**src/rtl/picobello_uart_dbg_responder.sv**
```systemverilog
// UART debug responder: decodes host WRITE/READ frames into 64-bit memory requests and replies with data + ACK/NAK.
// Optional inter-byte timeout abort is compiled in with `define UART_DBG_TIMEOUT_EN.
module picobello_uart_dbg_responder #(
  parameter int unsigned AddrWidth     = 48,
  parameter int unsigned TimeoutCycles = 65536
) (
  input  logic                 clk_i,
  input  logic                 rst_ni,
  input  logic [7:0]           rx_data_i,
  input  logic                 rx_valid_i,
  output logic                 rx_ready_o,
  output logic [7:0]           tx_data_o,
  output logic                 tx_valid_o,
  input  logic                 tx_ready_i,
  output logic                 mem_req_o,
  input  logic                 mem_gnt_i,
  output logic                 mem_we_o,
  output logic [AddrWidth-1:0] mem_addr_o,
  output logic [63:0]          mem_wdata_o,
  output logic [7:0]           mem_strb_o,
  input  logic                 mem_rvalid_i,
  input  logic [63:0]          mem_rdata_i,
  input  logic                 mem_err_i,
  output logic                 busy_o
);

  typedef enum logic [3:0] {
    IDLE, ADDR, LEN, WDATA, WREQ, WRSP, RREQ, RRSP, RDATA, STAT
  } state_e;

  localparam logic [7:0] CmdWrite = 8'h01;
  localparam logic [7:0] CmdRead  = 8'h02;
  localparam logic [7:0] Ack      = 8'h06;
  localparam logic [7:0] Nak      = 8'h15;

  state_e                 state_q, state_d;
  logic [2:0]             byte_cnt_q;
  logic [7:0]             word_cnt_q;
  logic [AddrWidth-1:3]   addr_q;
  logic [63:0]            data_q;
  logic                   is_write_q, err_q, active_q;
  logic                   rx_fire, tx_fire, rsp_fire, word_done, last_word, timeout;

  assign rx_fire   = rx_valid_i && rx_ready_o;
  assign tx_fire   = tx_valid_o && tx_ready_i;
  // A response counts in the grant cycle too, so single-cycle memories skip the RSP states.
  assign rsp_fire  = mem_rvalid_i && ((((state_q == WREQ) || (state_q == RREQ)) && mem_gnt_i)
                                      || (state_q == WRSP) || (state_q == RRSP));
  assign last_word = (word_cnt_q == 8'd0);
  assign word_done = (rsp_fire && ((state_q == WREQ) || (state_q == WRSP)))
                  || (tx_fire && (state_q == RDATA) && (byte_cnt_q == 3'd7));

`ifdef UART_DBG_TIMEOUT_EN
  localparam int unsigned TmoW = $clog2(TimeoutCycles + 1);
  logic [TmoW-1:0] tmo_cnt_q;
  logic            waiting;

  assign waiting = (state_q == ADDR) || (state_q == LEN) || (state_q == WDATA);
  assign timeout = waiting && !rx_fire && (tmo_cnt_q == TmoW'(TimeoutCycles - 1));

  always_ff @(posedge clk_i or negedge rst_ni) begin
    if (!rst_ni) begin
      tmo_cnt_q <= '0;
    end else if (!waiting || rx_fire) begin
      tmo_cnt_q <= '0;
    end else if (!timeout) begin
      tmo_cnt_q <= tmo_cnt_q + TmoW'(1);
    end
  end
`else
  assign timeout = 1'b0;
`endif

  always_ff @(posedge clk_i or negedge rst_ni) begin
    if (!rst_ni) begin
      state_q <= IDLE;
    end else begin
      state_q <= state_d;
    end
  end

  always_comb begin
    state_d = state_q;
    unique case (state_q)
      IDLE:  if (rx_fire) state_d = ((rx_data_i == CmdWrite) || (rx_data_i == CmdRead)) ? ADDR : STAT;
      ADDR:  if (rx_fire && (byte_cnt_q == 3'd7)) state_d = LEN;
      LEN:   if (rx_fire) state_d = is_write_q ? WDATA : RREQ;
      WDATA: if (rx_fire && (byte_cnt_q == 3'd7)) state_d = WREQ;
      WREQ:  if (mem_gnt_i) state_d = mem_rvalid_i ? (last_word ? STAT : WDATA) : WRSP;
      WRSP:  if (mem_rvalid_i) state_d = last_word ? STAT : WDATA;
      RREQ:  if (mem_gnt_i) state_d = mem_rvalid_i ? RDATA : RRSP;
      RRSP:  if (mem_rvalid_i) state_d = RDATA;
      RDATA: if (tx_fire && (byte_cnt_q == 3'd7)) state_d = last_word ? STAT : RREQ;
      STAT:  if (tx_fire) state_d = IDLE;
      default: state_d = IDLE;
    endcase
    if (timeout) state_d = STAT;
  end

  always_comb begin
    rx_ready_o = 1'b0;
    tx_valid_o = 1'b0;
    tx_data_o  = 8'h00;
    mem_req_o  = 1'b0;
    mem_we_o   = 1'b0;
    unique case (state_q)
      IDLE, ADDR, LEN, WDATA: rx_ready_o = active_q;
      WREQ: begin
        mem_req_o = 1'b1;
        mem_we_o  = 1'b1;
      end
      RREQ:  mem_req_o = 1'b1;
      RDATA: begin
        tx_valid_o = 1'b1;
        tx_data_o  = data_q[{byte_cnt_q, 3'b000} +: 8];
      end
      STAT: begin
        tx_valid_o = 1'b1;
        tx_data_o  = err_q ? Nak : Ack;
      end
      default: ;
    endcase
  end

  assign busy_o      = (state_q != IDLE);
  assign mem_addr_o  = {addr_q, 3'b000};
  assign mem_wdata_o = data_q;
  assign mem_strb_o  = 8'hFF;

  always_ff @(posedge clk_i or negedge rst_ni) begin
    if (!rst_ni) begin
      active_q   <= 1'b0;
      byte_cnt_q <= 3'd0;
      word_cnt_q <= 8'd0;
      addr_q     <= '0;
      data_q     <= 64'd0;
      is_write_q <= 1'b0;
      err_q      <= 1'b0;
    end else begin
      active_q <= 1'b1;
      if (state_q == IDLE) begin
        byte_cnt_q <= 3'd0;
      end else if ((rx_fire && ((state_q == ADDR) || (state_q == WDATA)))
                   || (tx_fire && (state_q == RDATA))) begin
        byte_cnt_q <= byte_cnt_q + 3'd1;
      end
      if ((state_q == IDLE) && rx_fire) begin
        is_write_q <= (rx_data_i == CmdWrite);
        err_q      <= !((rx_data_i == CmdWrite) || (rx_data_i == CmdRead));
      end else if (timeout || (rsp_fire && mem_err_i)) begin
        err_q <= 1'b1;
      end
      // Address bytes arrive LSB first; bits above AddrWidth and below bit 3 are dropped.
      if ((state_q == ADDR) && rx_fire) begin
        for (int i = 3; i < int'(AddrWidth); i++) begin
          if (byte_cnt_q == 3'(i / 8)) addr_q[i] <= rx_data_i[3'(i % 8)];
        end
      end
      if ((state_q == LEN) && rx_fire) word_cnt_q <= rx_data_i;
      if ((state_q == WDATA) && rx_fire) data_q[{byte_cnt_q, 3'b000} +: 8] <= rx_data_i;
      if (rsp_fire && ((state_q == RREQ) || (state_q == RRSP))) data_q <= mem_rdata_i;
      if (word_done && !last_word) begin
        word_cnt_q <= word_cnt_q - 8'd1;
        addr_q     <= addr_q + (AddrWidth - 3)'(1);
      end
    end
  end

endmodule

```
**config.mk**
```make
export PLATFORM = sky130hd
export DESIGN_NAME = picobello_uart_dbg_responder
export DESIGN_NICKNAME = d
export VERILOG_FILES = /design/src/rtl/picobello_uart_dbg_responder.sv
export SDC_FILE = /design/constraint.sdc
export NUM_CORES = 1
export LEC_CHECK = 0
export ABC_AREA = 1
export BUFFER_PORTS_ARGS = -buffer_cell sky130_fd_sc_hd__buf_2
export CAP_MARGIN = 20
export CORE_MARGIN = 5
export CORE_UTILIZATION = 50
export DETAILED_ROUTE_END_ITERATION = 7
export PLACE_DENSITY = 0.75
export SYNTH_ARGS = -nofsm -noshare
export SYNTH_HDL_FRONTEND = slang
export SYNTH_SLANG_ARGS = --single-unit
```
**constraint.sdc**
```tcl
create_clock -name clk_i -period 3.8 [get_ports clk_i]
set_input_delay 0.57 -clock clk_i [delete_from_list [all_inputs] [get_ports clk_i]]
set_output_delay 0.57 -clock clk_i [all_outputs]
set_load 0.05 [all_outputs]
```
==> impl_metrics.tcl <==
set metrics [dict create \
    grt_usage 0.298 \
    synth_fa_ha_area_frac 0.0155 \
    cts_setup_buffers 0 \
    coreArea_mm2 0.0174 \
    hold_ws_ps 194 \
    critPathKind "register to output port" \
    area_growth_pct 19.0 \
    grt.overflow.total 0 \
    p_per_area_mw_per_mm2 891 \
    drive_gt1_frac 0.186 \
    synthMuxAreaShare 0 \
    dp_hpwl_mm 23.5 \
    fin_area_mm2 0.0106 \
    skew_ps 5.45 \
    ctsRootBufferMaster "clkbuf_16" \
    post-route-min-period_ps 3290 \
    crit_path_end_kind "output port" \
    synth_top_area_frac 0.358 \
    drt_iter0_drc 808 \
    setup_viol 0 \
    leakagePower_nw 5.10 \
    yosysWarnings 0 \
    path_max_fanout 20 \
    cts-htree-levels 4 \
    hold_class "input port to async pin" \
    io_buffers 200 \
    yosysSeqAreaShare 0.358 \
    syn_inst 1282 \
    fmax_mhz 304 \
    synth_most_common_cell "nand2_1" \
    nets 1547 \
    yosys.area.top_type "dfrtp_1" \
    grt_pass1_wl_mm 47.8 \
    wl_per_cell_um 18.1 \
    holdBufCountCts 0 \
    rsz0062_at_grt "false" \
    fin_crit_sh 0.865 \
    viasPerCell 5.58 \
    synth_top_family_by_area "simple AND/OR/NAND/NOR gates" \
    fp.dieW_um 143 \
    final_core_utilization 0.609 \
    synth-simple-area-share 0.292 \
    drc_errors 0 \
    dr_total_vias 9456 \
    ff2ff_path_depth 7 \
    netlist_area_mm2 0.00888 \
    finalSetupTns_ps 0 \
    worst_ep_required_time_ps 3230 \
    grt_max_degree 108 \
    synth_edf_count 0 \
    start_util 0.512 \
    synth_ff_type "dfrtp_1" \
    diodes 0 \
    gp_congestion 0.998 \
    antenna_found_initial 0 \
    final_max_slew_viol_count 0 \
    synth_area_leaders "dfrtp_1 (36%), nand2_1 (13%), o21ai_0 (8.8%)" \
    first_pass_iters 6 \
    cts_tree "yes" \
    clk_latency_ps 430 \
    synth-compound-area-share 0.208 \
    worstSetupStartpointType "register" \
    ir_worst_vdd_mv 0.590 \
    cts.sinks 127 \
    fillers 1639 \
    arrival_ps 2720 \
    cts_resized 0 \
    dieArea_mm2 0.0205 \
    max-cap-violations 0 \
    dpl.cell_count 1662 \
    ys_ff_latch 127 \
    rows 48 \
    fin_cells 1695 \
    netlist-cell-type-count 43 \
    tightest_slew_ps 740 \
    cts-buffers-inserted 17 \
    yosys-top-cells-count "nand2_1 (309), o21ai_0 (156), inv_1 (128)" \
    ys_async_sr_fraction 1.00 \
    status "completed" \
    timing.final.hold_violations 0 \
    place_area_mm2 0.00989 \
    final_antenna_net_count 0 \
    io_pins 212 \
    path_clk_slew_ps 60 \
    die_y_um 143 \
    wirelength_mm 30.6 \
    synth-xor-area-share 0.0237 \
    avgSynthCellArea_um2 6.93 \
    slew_headroom 0.507 \
    grt_pass1_vias 9082 \
    clk_path_buf_depth 2 \
]
## per-stage QoR
| stage | setup WS (ps) | total power [mW] |
|---|---|---|
| final | 511 | 9.41 |
| after detailed placement | 738 | 7.53 |
| after global routing | 334 | 9.93 |
| after CTS | 551 | 9.38 |
| after floorplan | 974 | 6.19 |
| after global placement | 771 | 7.48 |
## layout make-up
class	count	area, µm²	area share
tap	225	282	0.0266
clock inverter	11	186	0.0176
clock buffer	21	460	0.0436
inverter	137	514	0.0487
multi-input combinational	962	4830	0.457
timing repair buffer	212	1110	0.105
sequential	127	3180	0.301
## state kept, by name (all words and copies together), names as in the netlist
name / cells
mem_wdata_o: 64
addr_q: 45
word_cnt_q: 8
state_q: 4
byte_cnt_q: 3
active_q: 1
err_q: 1
is_write_q: 1
## worst paths after layout
check                           startpoint               to  slack, ps
max in group asynchronous           rst_ni  mem_wdata_o[54]       2700
min in group clk_i         mem_rdata_i[34]  mem_wdata_o[34]        390
setup / recovery             byte_cnt_q[1]     tx_data_o[2]        510
setup reg to reg             byte_cnt_q[1]  mem_wdata_o[56]        590
hold / removal                      rst_ni        addr_q[4]        190
hold reg to reg                 is_write_q       is_write_q        510
## cells by family (layout without fill, tap and decap cells)
group                      after synthesis  in the layout
adders and majority gates               11             11
other                                    2             12
DFF                                    127            127
AOI/OAI and AO/OA                      315            315
xor gates and xnor gates                24             24
buffers and inverters                  203            381
and+or+nand+nor                        600            600
## layer usage
metal | vias to the layer above | global-route usage | share of wire
met5 | - | 0 | 0
met4 | 0 | 0.153 | 0.046
met3 | 85 | 0.0499 | 0.077
met2 | 484 | 0.481 | 0.47
met1 | 4290 | 0.386 | 0.41
li1 | 4597 | - | -
## placed cells by master (no fill, tap or decap), drive strengths merged, types with 5 or more instances in the layout
| master | Yosys | routed |
|---|---|---|
| inv | 136 | 136 |
| nand2 | 314 | 314 |
| o21a | 40 | 40 |
| nand4 | 15 | 15 |
| o21ai | 187 | 187 |
| a31oi | 5 | 5 |
| xnor2 | 5 | 5 |
| clkbuf | 18 | 21 |
| nor2 | 108 | 108 |
| conb | 2 | 12 |
| ha | 11 | 11 |
| a21oi | 45 | 45 |
| xor2 | 19 | 19 |
| o22ai | 10 | 10 |
| o211ai | 19 | 19 |
| buf | 48 | 212 |
| dfrtp | 127 | 127 |
| bufinv | 0 | 5 |
| nand3 | 125 | 125 |
| o31ai | 6 | 6 |
| nor3 | 32 | 32 |
| clkinv | 1 | 6 |
## report_power, final
part	switching, mW	internal, mW	leakage, nW
Clock	0.638	1.20	0.317
Combinational	3.88	1.18	3.22
Sequential	0.614	1.91	1.57
Total	5.13	4.28	5.10
## worst max-delay path, stage by stage (launching register included)
cell     delay, ps
dfrtp_1        800
inv_2          320
a21oi_1        240
o21ai_0        210
a21oi_1        190
nor2_1          90
o21ai_0        140
buf_2          280
No activity file was read; power rests on OpenSTA's default activity.
